`src/rtl/dual_priority_scan.sv`:
```
// dual_priority_scan: sequential MSB-first scan reporting the top two set-bit indices of a request vector
module dual_priority_scan #(
  parameter int WIDTH  = 12,
  parameter int SCAN_W = 4,
  parameter int IDX_W  = $clog2(WIDTH + 1)
) (
  input  logic             i_clk,
  input  logic             i_reset,
  input  logic             i_req_valid,
  output logic             o_req_ready,
  input  logic [WIDTH-1:0] i_req,
  output logic             o_res_valid,
  input  logic             i_res_ready,
  output logic [IDX_W-1:0] o_first,
  output logic [IDX_W-1:0] o_second,
  output logic [WIDTH-1:0] o_first_oh,
  output logic [WIDTH-1:0] o_second_oh
);
  localparam int NCHUNK = WIDTH / SCAN_W;
  localparam int PTR_W  = NCHUNK > 1 ? $clog2(NCHUNK) : 1;

  if (WIDTH % SCAN_W != 0) begin : g_bad_width
    $error("dual_priority_scan: WIDTH must be a multiple of SCAN_W");
  end

  typedef enum logic [1:0] {IDLE, SCAN, DONE} state_t;

  state_t             state, state_n;
  logic [PTR_W-1:0]   ptr;
  logic [WIDTH-1:0]   shadow;
  logic [SCAN_W-1:0]  chunk;
  logic [IDX_W-1:0]   first_n, second_n;
  logic [WIDTH-1:0]   first_oh_n, second_oh_n;
  logic               accept;

  assign chunk       = shadow[ptr*SCAN_W +: SCAN_W];
  assign o_req_ready = state == IDLE && !i_reset;
  assign o_res_valid = state == DONE;
  assign accept      = state == IDLE && i_req_valid;

  // Walk the current chunk MSB to LSB, filling whichever of first/second is still empty
  always_comb begin
    first_n  = o_first;
    second_n = o_second;
    for (int j = SCAN_W - 1; j >= 0; j--)
      if (chunk[j]) begin
        if (first_n == '0) first_n = IDX_W'(int'(ptr) * SCAN_W + j + 1);
        else if (second_n == '0) second_n = IDX_W'(int'(ptr) * SCAN_W + j + 1);
      end
    first_oh_n  = first_n  == '0 ? '0 : WIDTH'(1) << (first_n - 1'b1);
    second_oh_n = second_n == '0 ? '0 : WIDTH'(1) << (second_n - 1'b1);
  end

  // Next state: stop scanning once the second index is known or the last chunk is done
  always_comb begin
    state_n = state;
    state_n = (state == IDLE && i_req_valid) ? SCAN :
              (state == SCAN && (second_n != '0 || ptr == '0)) ? DONE :
              (state == DONE && i_res_ready) ? IDLE : state;
  end

  // State register
  always_ff @(posedge i_clk)
    state <= i_reset ? IDLE : state_n;

  // Shadow, chunk pointer and result registers; results persist through IDLE until the next accept
  always_ff @(posedge i_clk) begin
    if (i_reset || accept) begin
      ptr         <= PTR_W'(NCHUNK - 1);
      shadow      <= i_reset ? '0 : i_req;
      o_first     <= '0;
      o_second    <= '0;
      o_first_oh  <= '0;
      o_second_oh <= '0;
    end else if (state == SCAN) begin
      o_first     <= first_n;
      o_second    <= second_n;
      o_first_oh  <= first_oh_n;
      o_second_oh <= second_oh_n;
      if (state_n == SCAN) ptr <= ptr - 1'b1;
    end
  end
endmodule

```
`config.mk`:
```
export PLATFORM = sky130hd
export DESIGN_NAME = dual_priority_scan
export DESIGN_NICKNAME = d
export VERILOG_FILES = /design/src/rtl/dual_priority_scan.sv
export SDC_FILE = /design/constraint.sdc
export NUM_CORES = 1
export LEC_CHECK = 0
export ABC_CLOCK_PERIOD_IN_PS = 4220
export CAP_MARGIN = 20
export CORE_UTILIZATION = 47
export CTS_BUF_LIST = sky130_fd_sc_hd__clkbuf_8 sky130_fd_sc_hd__clkbuf_16
export DETAILED_ROUTE_END_ITERATION = 12
export PLACE_DENSITY = 0.81
export SYNTH_ARGS = -nofsm -noshare
export SYNTH_HDL_FRONTEND = slang
export SYNTH_SLANG_ARGS = --single-unit
```
`constraint.sdc`:
```
create_clock -name i_clk -period 4.22 [get_ports i_clk]
set_input_delay 0.844 -clock i_clk [delete_from_list [all_inputs] [get_ports i_clk]]
set_output_delay 0.844 -clock i_clk [all_outputs]
set_load 0.01 [all_outputs]
```
# [Yosys cells after proc, flatten, opt, wreduce, memory -nomap -nowiden]
# Cells that the tools add are included.
[word_totals] wordCells=68 out_inout_bits=34 input_bits=16 reg_bits=48
[op_classes] n_addsub=9 n_eq_ne=3 n_mux=25 n_reduce_logical=21 shift=3
[op_table] cell="$mux W4" count=20
[op_table] cell="$logic_not A4 Y1" count=10
[op_table] cell="$mux W12" count=2
[op_table] cell="$shl A1 B4 Y12 const A" count=2
[op_table] cell="$add A4 B1 Y4 const B" count=3
[op_table] cell="$add A4 B2 Y4 const B" count=3
[op_table] cell="$shiftx A12 B5 Y4" count=1
[op_table] cell="$sub A4 B1 Y4 const B" count=2
[op_table] cell="$mux W2" count=3
[op_table] cell="$eq A2 B1 Y1 const B" count=2
[op_table] cell="$logic_and A1 B1 Y1" count=4
[op_table] cell="$logic_not A2 Y1" count=2
[op_table] cell="$reduce_bool A4 Y1" count=1
[op_table] cell="$eq A2 B2 Y1 const B" count=1
[op_table] cell="$logic_or A1 B1 Y1" count=2
[op_table] cell="$reduce_and A2 Y1" count=1
[op_table] cell="$sub A2 B1 Y2 const B" count=1
[op_table] cell="$logic_not A1 Y1" count=1

# [Depth between registers and ports, before layout]
# Gate-level depths: netlist of run 1.
[depth] ltp_word=24 ltp_mapped=12 depth_no_buf=10

# [Worst setup path before layout of run 1]
# OpenSTA, ideal clock, no wires.
[synth_timing] path_type="flip-flop to flip-flop" from="reg ptr[0]" to="reg ptr[1]" required_time_ns=4.106 path_slack_ns=1.059 n_path_buf=2 period_less_slack_ns=3.161 arrival_ns=3.047 stages_incl_launch_ff=13 setup_time_ns=0.114 path_cell_list="dfxtp_1 > buf_6 > buf_6 > inv_1 > ha_1 > mux2i_1 > o32ai_2 > a2111o_1 > o211a_1 > or3_1 > or4_4 > or3_1 > a21o_1"
[synth_via] elab_chain_len=24 word_cells_on_any_way=40 classes_between="7 x add/sub; 1 x eq/ne; 1 x shift; 20 x mux; 11 x reduce/logical"
[synth_lines] element="start, declared" line="29" rtl="logic [PTR_W-1:0] ptr;"
[synth_lines] element="start signal, assigned" line="69" rtl="ptr <= PTR_W'(NCHUNK - 1);"
[synth_lines] element="start signal, assigned" line="80" rtl="if (state_n == SCAN) ptr <= ptr - 1'b1;"
[synth_lines] element="$add A4 B2 Y4" line="47, 48"
[synth_lines] element="$add A4 B1 Y4" line="47, 48"
[synth_lines] element="$mux W4" line="48" rtl="else if (second_n == '0) second_n = IDX_W'(int'(ptr) * SCAN_W + j + 1);"
[synth_lines] element="$mux W4" line="47" rtl="if (first_n == '0) first_n = IDX_W'(int'(ptr) * SCAN_W + j + 1);"
[synth_lines] element="$mux W4" line="46" rtl="if (chunk[j]) begin"
[synth_lines] element="$logic_not A4 Y1" line="48"
[synth_lines] element="$mux W4" line="48"
[synth_lines] element="$mux W4" line="47"
[synth_lines] element="(+8 left out)"
[synth_lines] element="$mux W4" line="46"
[synth_lines] element="$reduce_bool A4 Y1" line="58" rtl="(state == SCAN && (second_n != '0 || ptr == '0)) ? DONE :"
[synth_lines] element="$logic_or A1 B1 Y1" line="58"
[synth_lines] element="$logic_and A1 B1 Y1" line="58"
[synth_lines] element="$mux W2" line="58"
[synth_lines] element="$mux W2" line="57" rtl="state_n = (state == IDLE && i_req_valid) ? SCAN :"
[synth_lines] element="$eq A2 B1 Y1" line="80"
[synth_lines] element="$reduce_and A2 Y1 (no line)"
# Several ways; a longest one is shown, not always the timed one.
# A chain may end at the register's enable or synchronous reset.

# [Worst setup path after layout of run 1]
[layout_timing] from="reg ptr[1]" to="reg state[0]"
[layout_via] elab_chain_len=22 word_cells_on_any_way=37 classes_between="6 x add/sub; 1 x shift; 20 x mux; 10 x reduce/logical"
[layout_lines] element="$add A4 B2 Y4" line="47, 48"
[layout_lines] element="$add A4 B1 Y4" line="47, 48"
[layout_lines] element="$mux W4" line="48"
[layout_lines] element="$mux W4" line="47"
[layout_lines] element="$mux W4" line="46"
[layout_lines] element="$logic_not A4 Y1" line="48"
[layout_lines] element="$mux W4" line="48"
[layout_lines] element="$mux W4" line="47"
[layout_lines] element="(+6 left out)"
[layout_lines] element="$mux W4" line="48"
[layout_lines] element="$mux W4" line="47"
[layout_lines] element="$mux W4" line="46"
[layout_lines] element="$reduce_bool A4 Y1" line="58"
[layout_lines] element="$logic_or A1 B1 Y1 (*)" line="58"
[layout_lines] element="$logic_and A1 B1 Y1 (*)" line="58"
[layout_lines] element="$mux W2 (*)" line="58"
[layout_lines] element="$mux W2 (*)" line="57"
[layout_lines] element="end signal, assigned" line="64" rtl="state <= i_reset ? IDLE : state_n;"
[layout_lines] element="end, declared" line="28" rtl="state_t state, state_n;"
# Every way passes the cells marked *; elsewhere a longest branch is shown, timed or not.

==> impl_metrics.yaml, run 1 <==
final_layout:
  antenna_cells: 0
  fin_util_pct: 63.7
  final-instance-count-excl-fill: 377
  ff_latch_area_mm2: 0.00108
  final_common_cell: "clkdlybuf4s50_1"
  fin_nets: 326
  multi_input_comb_area_mm2: 0.00130
  syn_to_final_growth_pct: 26.2
  fillers: 426
  drive_above_1_share_pct: 7.42
  final_cell_mix: "clkdlybuf4s50_1, dfxtp_1, nor2_1"
global_route:
  grt_pass1_wl_um: 9600
  grt_pass1_vias: 2098
  antenna_found_initial: 0
  grt-ovfl-total: 0
  grtUsageTotal_pct: 22.8
  grt_max_degree: 29
yosys:
  synthesis.nets: 278
  syn_avg_cell_area_um2: 9.44
  synth_ff_type: "dfxtp_1"
  synth-seq-area-share_pct: 43.9
  ys_ff_latch: 48
  synth_edf_count: 12
  async_flop_share_pct: 0
  synth_cells: 261
  synth_area_mm2: 0.00246
  yosysTopAreaCell: "dfxtp_1"
  ys_types: 62
  yosysTopAreaCellShare_pct: 29.2
  synth_area_leaders: "dfxtp_1, edfxtp_1, nor2_1"
  ys_warn_count: 0
power:
  intPower_uw: 981
  power.switching_uw: 692
  p_seq_share_pct: 34.5
  power_frac_comb_pct: 47.6
  p_clk_share_pct: 17.9
  powerDensity_mw_per_mm2: 538
  switching_share_pct: 41.4
  peakVddDrop_v: 0.000379
  p_leak_nw: 1.10
sta:
  finalHoldViolCount: 0
  maxSlewViolCount: 0
  layout_setup_ws_ps: 631
  worst_pin_slew_ps: 724
  rsz0062_at_grt: "no"
  relSlewSlack_pct: 51.6
  fin_skew_ps: 7.59
  whs_ps: 461
  fmax_ghz: 0.279
  fin_tns_setup_ps: 0
  finalCritPeriodShare_pct: 85.1
  setup_viol: 0
  min_period_ps: 3590
outcome:
  outcome: "finished clean"
detailed_routing:
  detail_route.wl_per_cell_um: 15.5
  drtIter0Drc: 242
  vias: 2199
  remaining_drc_errors: 0
  drtPass1Iterations: 4
  via_per_inst: 5.83
  wirelength_um: 5850
  drtAntennaViolNets: 0
cts:
  postCtsHoldBufs: 0
  clock_latency_ps: 300
  cts_buffer_depth: 2
  cts.clk_slew.worst_paths_ps: 90
  htree_num_levels: 2
  cts.sinks: 48
  cts_resized: 0
  numCtsBuffers: 5
  cts_tree: "yes"
  post_cts_buffers: 0
  cts-root-buf: "clkbuf_8"
worst_setup_path:
  endpoint_kind: "flop"
  path_cells: "inv_1 > ha_1 > mux2i_1 > o32ai_2 > nor4_4 > nor2_1 > a31oi_1 > nand2_1 > or4_1 > a221oi_1"
  cp_slowest_stage_delay_ps: 640
  critPathRequiredTime_ps: 4420
  timing.rr.start: "ptr[1]$_SDFFE_PP1P_"
  crit_slowest_cell: "dfxtp_1"
  crit_arrival_ps: 3790
  worstPathMaxFanout: 14
  crit_type: "flop to flop"
  crit_start: "ptr[1]$_SDFFE_PP1P_"
  critPathLaunchType: "flop"
die:
  die_w_um: 74.4
  row_count: 25
  die_h_um: 74.4
  die-area_mm2: 0.00554
  initial_core_util_pct: 50.5
  io_pins: 50
  core_mm2: 0.00488
placement:
  hpwl_um: 4250
  dp.cells: 369
  portBuffers: 49
  place_congestion: 0.901
  place_ws_ps: 679
min_path:
  hold_path.startpoint: "o_first_oh[10]$_SDFFE_PP0P_"
  min_path_type: "flop to flop"
flow_run:
  maxCapViolations: 0
-- power groups by stage --
stage / logic [mW] / registers [mW] / clock network [mW]
finish: 0.796 / 0.577 / 0.300
global route: 0.871 / 0.586 / 0.329
CTS: 0.788 / 0.576 / 0.307
detailed placement: 0.781 / 0.587 / 0
global placement: 0.775 / 0.586 / 0
floorplan: 0.562 / 0.580 / 0
-- area by class of cell --
type	count	area share (%)
Tap cell	67	2.70
Clock inverter	2	0.282
Sequential cell	48	34.8
Inverter	5	0.603
Clock buffer	6	3.02
Timing Repair Buffer	54	17.0
Multi-Input combinational cell	195	41.7
-- cell usage after synthesis, drive strengths merged (7+ instances only) --
| cell | count |
|---|---|
| nand3 | 9 |
| nor2 | 31 |
| clkbuf | 9 |
| nor2b | 14 |
| edfxtp | 12 |
| a22o | 11 |
| nor3 | 12 |
| o21ai | 7 |
| nand2 | 15 |
| dfxtp | 36 |
| a21oi | 15 |
| or3 | 7 |
-- kinds of logic (layout without fill, tap and decap cells) --
kind of cell / Yosys count / count (layout) / share of synthesized area, %
muxes: 6 / 6 / 2.94
AOI/OAI and AO/OA: 73 / 73 / 22.9
buffers and inverters: 18 / 67 / 3.71
adders and majority gates: 1 / 1 / 0.508
xor gates and xnor gates: 1 / 1 / 0.355
and+or+nand+nor: 114 / 114 / 25.7
DFF: 48 / 48 / 43.9
-- worst max-delay path, delay by kind of cell (launching register included) --
kind	cells	cell delay [ps]
flops	1	640
fa+ha+maj	1	360
compound gates	3	760
mux	1	180
buf+inv	1	160
simple gates	4	1360
-- state kept, by name (all words and copies together), names as in the netlist --
signal,flops
o_second_oh,12
o_second,4
o_first_oh,12
ptr,2
state,2
shadow,12
o_first,4
-- path summary, 6_finish.rpt --
path	end	slack [ps]	cells past startpoint
max	state[0]$_SDFF_PP0_	630	10
min	o_first_oh[10]$_SDFFE_PP0P_	460	2
max reg2reg	state[0]$_SDFF_PP0_	630	10
min reg2reg	o_first_oh[10]$_SDFFE_PP0P_	460	2
-- per-layer routing --
metal / up-vias / GRT usage [%] / share of wire, %
met1: 1037 / 30.6 / 44
met4: 0 / 7.76 / 0.62
met3: 4 / 3.79 / 7.1
li1: 1071 / - / -
met2: 87 / 37.3 / 48
met5: - / 0 / 0
-- through the flow --
step / cell area [µm²] / power [mW]
4_1_cts: 3110 / 1.67
5_1_grt: 3110 / 1.79
3_5_place_dp: 3010 / 1.37
3_3_place_gp: 3010 / 1.36
6_report: 3110 / 1.67
2_1_floorplan: 2460 / 1.14
Power figures use the tool's default switching activity.
==> inputs of run 2 (changes only) <==
--- a/config.mk
+++ b/config.mk
@@ -12,2 +12,3 @@
 export DETAILED_ROUTE_END_ITERATION = 12
+export GPL_TIMING_DRIVEN = 0
 export PLACE_DENSITY = 0.81
--- a/constraint.sdc
+++ b/constraint.sdc
@@ -3,2 +3,2 @@
 set_output_delay 0.844 -clock i_clk [all_outputs]
-set_load 0.01 [all_outputs]
+set_load 0.005 [all_outputs]
==> run 2 against run 1 <==
Effect of this change:
- final cell count rose by 2.1%
- hold slack about the same
- maximum frequency rose by 0.90%
- clock skew fell by 0.68 ps
- combinational power grew 0.6%
- setup slack improved by 32 ps
- design area rose by 1.1%
- critical path depth is 2 higher
- critical path type unchanged
==> impl_metrics.yaml, run 2 (synthesis gave the netlist of run 1 again) <==
outcome:
  outcome: "finished clean"
detailed_routing:
  via_per_inst: 5.72
  detail_route.wl_per_cell_um: 15.4
  drtIter0Drc: 163
  wirelength_um: 5940
  remaining_drc_errors: 0
  drtPass1Iterations: 4
  drtAntennaViolNets: 0
  vias: 2203
min_path:
  min_path_type: "flop to flop"
final_layout:
  antenna_cells: 0
  fin_util_pct: 64.5
  top_regs: "o_first_oh x12, o_second_oh x12, shadow x12"
  final_common_cell: "clkdlybuf4s50_1"
  drive_above_1_share_pct: 6.92
  design_area_mm2: 0.00315
  fin_nets: 335
  fillers: 437
  syn_to_final_growth_pct: 27.6
  final-instance-count-excl-fill: 385
  final_cell_mix: "clkdlybuf4s50_1, dfxtp_1, nor2_1"
worst_setup_path:
  worstPathMaxFanout: 10
  crit_family: "simple AND/OR/NAND/NOR gates"
  cpMostUsedCell: "buf_6"
  critPathLaunchType: "flop"
  path_cells: "buf_6 > buf_6 > inv_1 > ha_1 > mux2i_1 > o32ai_2 > nor4_4 > nor2_1 > a211o_1 > or4_4 > or3_1 > a21o_1"
  crit_type: "flop to flop"
  critPathRequiredTime_ps: 4430
  crit_slowest_cell: "or4_4"
  critPathBufInv: 3
  crit_arrival_ps: 3760
  cp_slowest_stage_delay_ps: 510
  endpoint_kind: "flop"
sta:
  rsz0062_at_grt: "no"
  worst_pin_slew_ps: 916
  finalCritPeriodShare_pct: 84.3
  relSlewSlack_pct: 38.6
  layout_setup_ws_ps: 663
  fin_tns_setup_ps: 0
  fmax_ghz: 0.281
  setup_viol: 0
  min_period_ps: 3560
  maxSlewViolCount: 0
  finalHoldViolCount: 0
  fin_skew_ps: 6.91
placement:
  dp.cells: 377
  hpwl_um: 4370
  place_ws_ps: 720
  place_congestion: 0.935
  portBuffers: 49
  dpl-instance-area_mm2: 0.00304
die:
  die-area_mm2: 0.00554
  die_w_um: 74.4
  die_h_um: 74.4
  initial_core_util_pct: 50.5
  io_pins: 50
  row_count: 25
  core_mm2: 0.00488
global_route:
  grt_pass1_wl_um: 9840
  grtUsageTotal_pct: 23.9
  antenna_found_initial: 0
  grt_max_degree: 22
  grt-ovfl-total: 0
  grt_pass1_vias: 2023
cts:
  cts_tree: "yes"
  htree_num_levels: 2
  cts_resized: 0
  cts-root-buf: "clkbuf_8"
  postCtsHoldBufs: 0
  cts_buffer_depth: 2
  numCtsBuffers: 5
  cts.clk_slew.worst_paths_ps: 90
  post_cts_buffers: 0
  cts.sinks: 48
  clock_latency_ps: 300
power:
  p_leak_nw: 1.10
  peakVddDrop_v: 0.000255
  powerDensity_mw_per_mm2: 526
flow_run:
  maxCapViolations: 0
==> run 2: cell types whose count changed in the layout (fill, tap and decap cells not counted), sizes merged <==
cell,previous run,this run
clkbuf,6,15
inv,6,5
==> run 2: worst paths after layout <==
kind / from / to / slack [ps] / depth (start not counted)
setup / recovery: ptr[0]$_SDFFE_PP0P_ / ptr[1]$_SDFFE_PP1P_ / 660 / 12
hold reg to reg: o_first_oh[8]$_SDFFE_PP0P_ / o_first_oh[8]$_SDFFE_PP0P_ / 460 / 2
hold / removal: o_first_oh[8]$_SDFFE_PP0P_ / o_first_oh[8]$_SDFFE_PP0P_ / 460 / 2
setup reg to reg: ptr[0]$_SDFFE_PP0P_ / ptr[1]$_SDFFE_PP1P_ / 660 / 12
==> run 2: tightest hold or removal path, stage by stage, from the launching register on <==
cell and delay [ps]:
dfxtp_1 320, nand2_1 50, a21oi_1 50
==> run 2: area by class of cell <==
cell class	count	area, µm²	share of cell area, %
timing repair buffer	50	505	16.1
clock inverter	1	8.76	0.278
buffer	13	72.6	2.31
multi-input combinational	195	1290	41.1
inverter	5	18.8	0.597
tap	67	83.8	2.67
sequential	48	1080	34.4
clock buffer	6	82.6	2.63
==> run 2: routing by layer <==
| layer | up-vias | track usage [%] | routed length [µm] |
|---|---|---|---|
| li1 | 1096 | - | - |
| met1 | 1027 | 32.1 | 2730 |
| met2 | 74 | 37.8 | 2810 |
| met3 | 6 | 5.96 | 340 |
| met4 | 0 | 7.13 | 53 |
| met5 | - | 0 | 0 |
==> run 2: through the flow <==
| stage | hold slack [ps] | total power, mW |
|---|---|---|
| 5_1_grt | 480 | 1.77 |
| 2_1_floorplan | 453 | 1.13 |
| 4_1_cts | 460 | 1.64 |
| 6_report | 461 | 1.66 |
| 3_5_place_dp | 447 | 1.36 |
| 3_3_place_gp | 447 | 1.35 |
==> run 2: where the power goes <==
part,switching (mW),total [mW],internal [mW]
sequential,0.0464,0.571,0.524
clock,0.153,0.284,0.131
combinational,0.490,0.801,0.311
total,0.690,1.66,0.966
==> RTL change (config.mk and constraints of run 2) <==
`SCAN_W`: 4 -> 2.
--- a/src/rtl/dual_priority_scan.sv
+++ b/src/rtl/dual_priority_scan.sv
@@ -1,7 +1,7 @@
 // dual_priority_scan: sequential MSB-first scan reporting the top two set-bit indices of a request vector
 module dual_priority_scan #(
   parameter int WIDTH  = 12,
-  parameter int SCAN_W = 4,
+  parameter int SCAN_W = 2,
   parameter int IDX_W  = $clog2(WIDTH + 1)
 ) (
   input  logic             i_clk,
Check against the original RTL: not equivalent (Yosys sat finds a counterexample within 4 cycles, from zero or initial values and one cycle with i_reset high).
==> RTL change against run 2 <==
- cell count is 4.2% lower
- setup slack better by 0.17 ns
- wire length is 9.0% lower
- sequential cell count is 1 higher
- area after synthesis is 2.7% lower
- die area is 2.6% lower
- cell area is 2.7% lower
Power is not compared: it rests on default switching activity, and its combinational part moved more than twofold at a synthesized area within 25%.
==> RTL change: results (changes against run 2) <==
status=finished, final reports clean (unchanged); Critical Path AT=3.64 ns (was 3.76 ns); layout cell share with drive strength beyond 1=7.28% (was 6.92%); global-route met3 utilization=4.53% (was 5.96%); clk tree area frac=2.82% (was 2.90%); Post-Place Worst Slack=0.868 ns (was 0.720 ns); Seq area share=36.0% (was 34.4%); Synth Area in Compound Gates=24.5% (was 22.9%); TritonRoute pass-1 iters=7 (was 4); GR Util All Layers=21.0% (was 23.9%); M1 GR Usage=28.1% (was 32.1%); Post-DP HPWL=3.96 mm (was 4.37 mm); fraction of area in multi-input gates=39.4% (was 41.1%); number of fill cells in the layout=408 (was 437); commonest cells in the netlist=37 x dfxtp_1, 28 x nor2_1, 19 x nor2b_1 (was 36 x dfxtp_1, 31 x nor2_1, 15 x a21oi_1, 15 x nand2_1, 14 x nor2b_1); Syn Nets=266 (was 278); RD Place Congestion=0.869 (was 0.935); CP max-delay cell=a222oi_1 (was or4_4); clk_skew=0.00372 ns (was 0.00691 ns); Worst Setup SP=ptr[0] (unchanged); WL final=5.41 mm (was 5.94 mm); max_slew headroom=50.5% (was 38.6%); Non-clk invs=9 (was 5); period utilization=80.3% (was 84.3%); crit path to=o_first_oh[9] (was ptr[1]); synth top area cells=dfxtp_1 31%, edfxtp_1 15%, a32o_1 6.3% (was dfxtp_1 29%, edfxtp_1 15%, nor2_1 4.7%); fraction of cell area in non-clock buffers=17.9% (was 18.4%); mux cell area share after synthesis=3.91% (was 2.94%); Peak VDD IR=193 µV; Synth Area in XOR/XNOR=0.365% (was 0.355%); sequential fraction of the synthesis area=45.9% (was 43.9%); post-layout net count=322 (was 335); FF+latch count, synth=49 (was 48); vias in the first global route=1832 (was 2023); Routed WL per cell=14.7 µm (was 15.4 µm); # placed instances=361 (was 377); Post-CTS Setup Bufs=0 (unchanged); multi-input gates=174 (was 195); GR Overflow Total=0 (unchanged); num tapcells=67 (unchanged); Synth Area in Adders=2.61% (was 0.508%); EDFF count, synth=12 (unchanged); via count=2074 (was 2203); bufs w/o clock=62 (was 63); Max Fanout on Critical Path=6 (was 10); grt met2 use=34.0% (was 37.8%); Clk pin slew, worst setup/hold paths=0.09 ns (about the same); CTS Buf Count=5 (unchanged); hold crit path type=flop to flop (unchanged); r2r worst-path depth=10 (was 12); Syn Inst Count=245 (was 261); 1st-iter DRT viols=163 (unchanged); global-route wire length before repair=8.58 mm (was 9.84 mm); Distinct cells, synth=48 (was 62); slowest stage delay, CP=0.70 ns (was 0.51 ns)
[RTL change: cells by family after synthesis]
kind of cell	Yosys count
buffers and inverters	22
adder cells (fa/ha/maj)	5
AO/OA/AOI/OAI	75
flip-flops	49
AND/OR/NAND/NOR	86
XOR/XNOR	1
multiplexers	7
[RTL change: per-stage QoR]
stage | power [mW] | cell area, µm² | util [%]
2_1_floorplan | 0.775 | 2400 | -
3_3_place_gp | 0.866 | 2970 | 61.7
3_5_place_dp | 0.872 | 2970 | 61.7
4_1_cts | 1.14 | 3060 | 63.5
5_1_grt | 1.20 | 3060 | 63.5
6_report | 1.14 | 3060 | 63.5
[RTL change: worst register-to-register path, cell delays in order, from the launching register on]
cell and delay [ns]:
dfxtp_1 0.48, mux2_4 0.34, a222oi_1 0.70, nand2b_1 0.25, nand4b_1 0.13, nor2b_1 0.29
nor3_1 0.11, ha_1 0.30, and3_1 0.24, nor3b_1 0.30, a22o_1 0.18
[RTL change: metal layers]
layer / vias up / routed length (µm) / share of wire [%]
met4: 0 / 70 / 1.3
li1: 1013 / - / -
met5: - / 0 / 0
met2: 75 / 2600 / 48
met1: 977 / 2450 / 45
met3: 9 / 281 / 5.2
[RTL change: worst min-delay path by stage]
stage                            endpoint  cells past startpoint  slack [ns]       startpoint
after floorplan           o_second_oh[11]                      2        0.45  o_second_oh[11]
after global placement    o_second_oh[11]                      2        0.44  o_second_oh[11]
after detailed placement  o_second_oh[11]                      2        0.45  o_second_oh[11]
after CTS                 o_second_oh[11]                      2        0.46  o_second_oh[11]
after global routing      o_second_oh[11]                      2        0.48  o_second_oh[11]
final                     o_second_oh[11]                      2        0.46  o_second_oh[11]
[RTL change: power breakdown]
group,switching [mW],internal (mW)
sequential,0.0160,0.506
combinational,0.208,0.138
clock,0.158,0.116
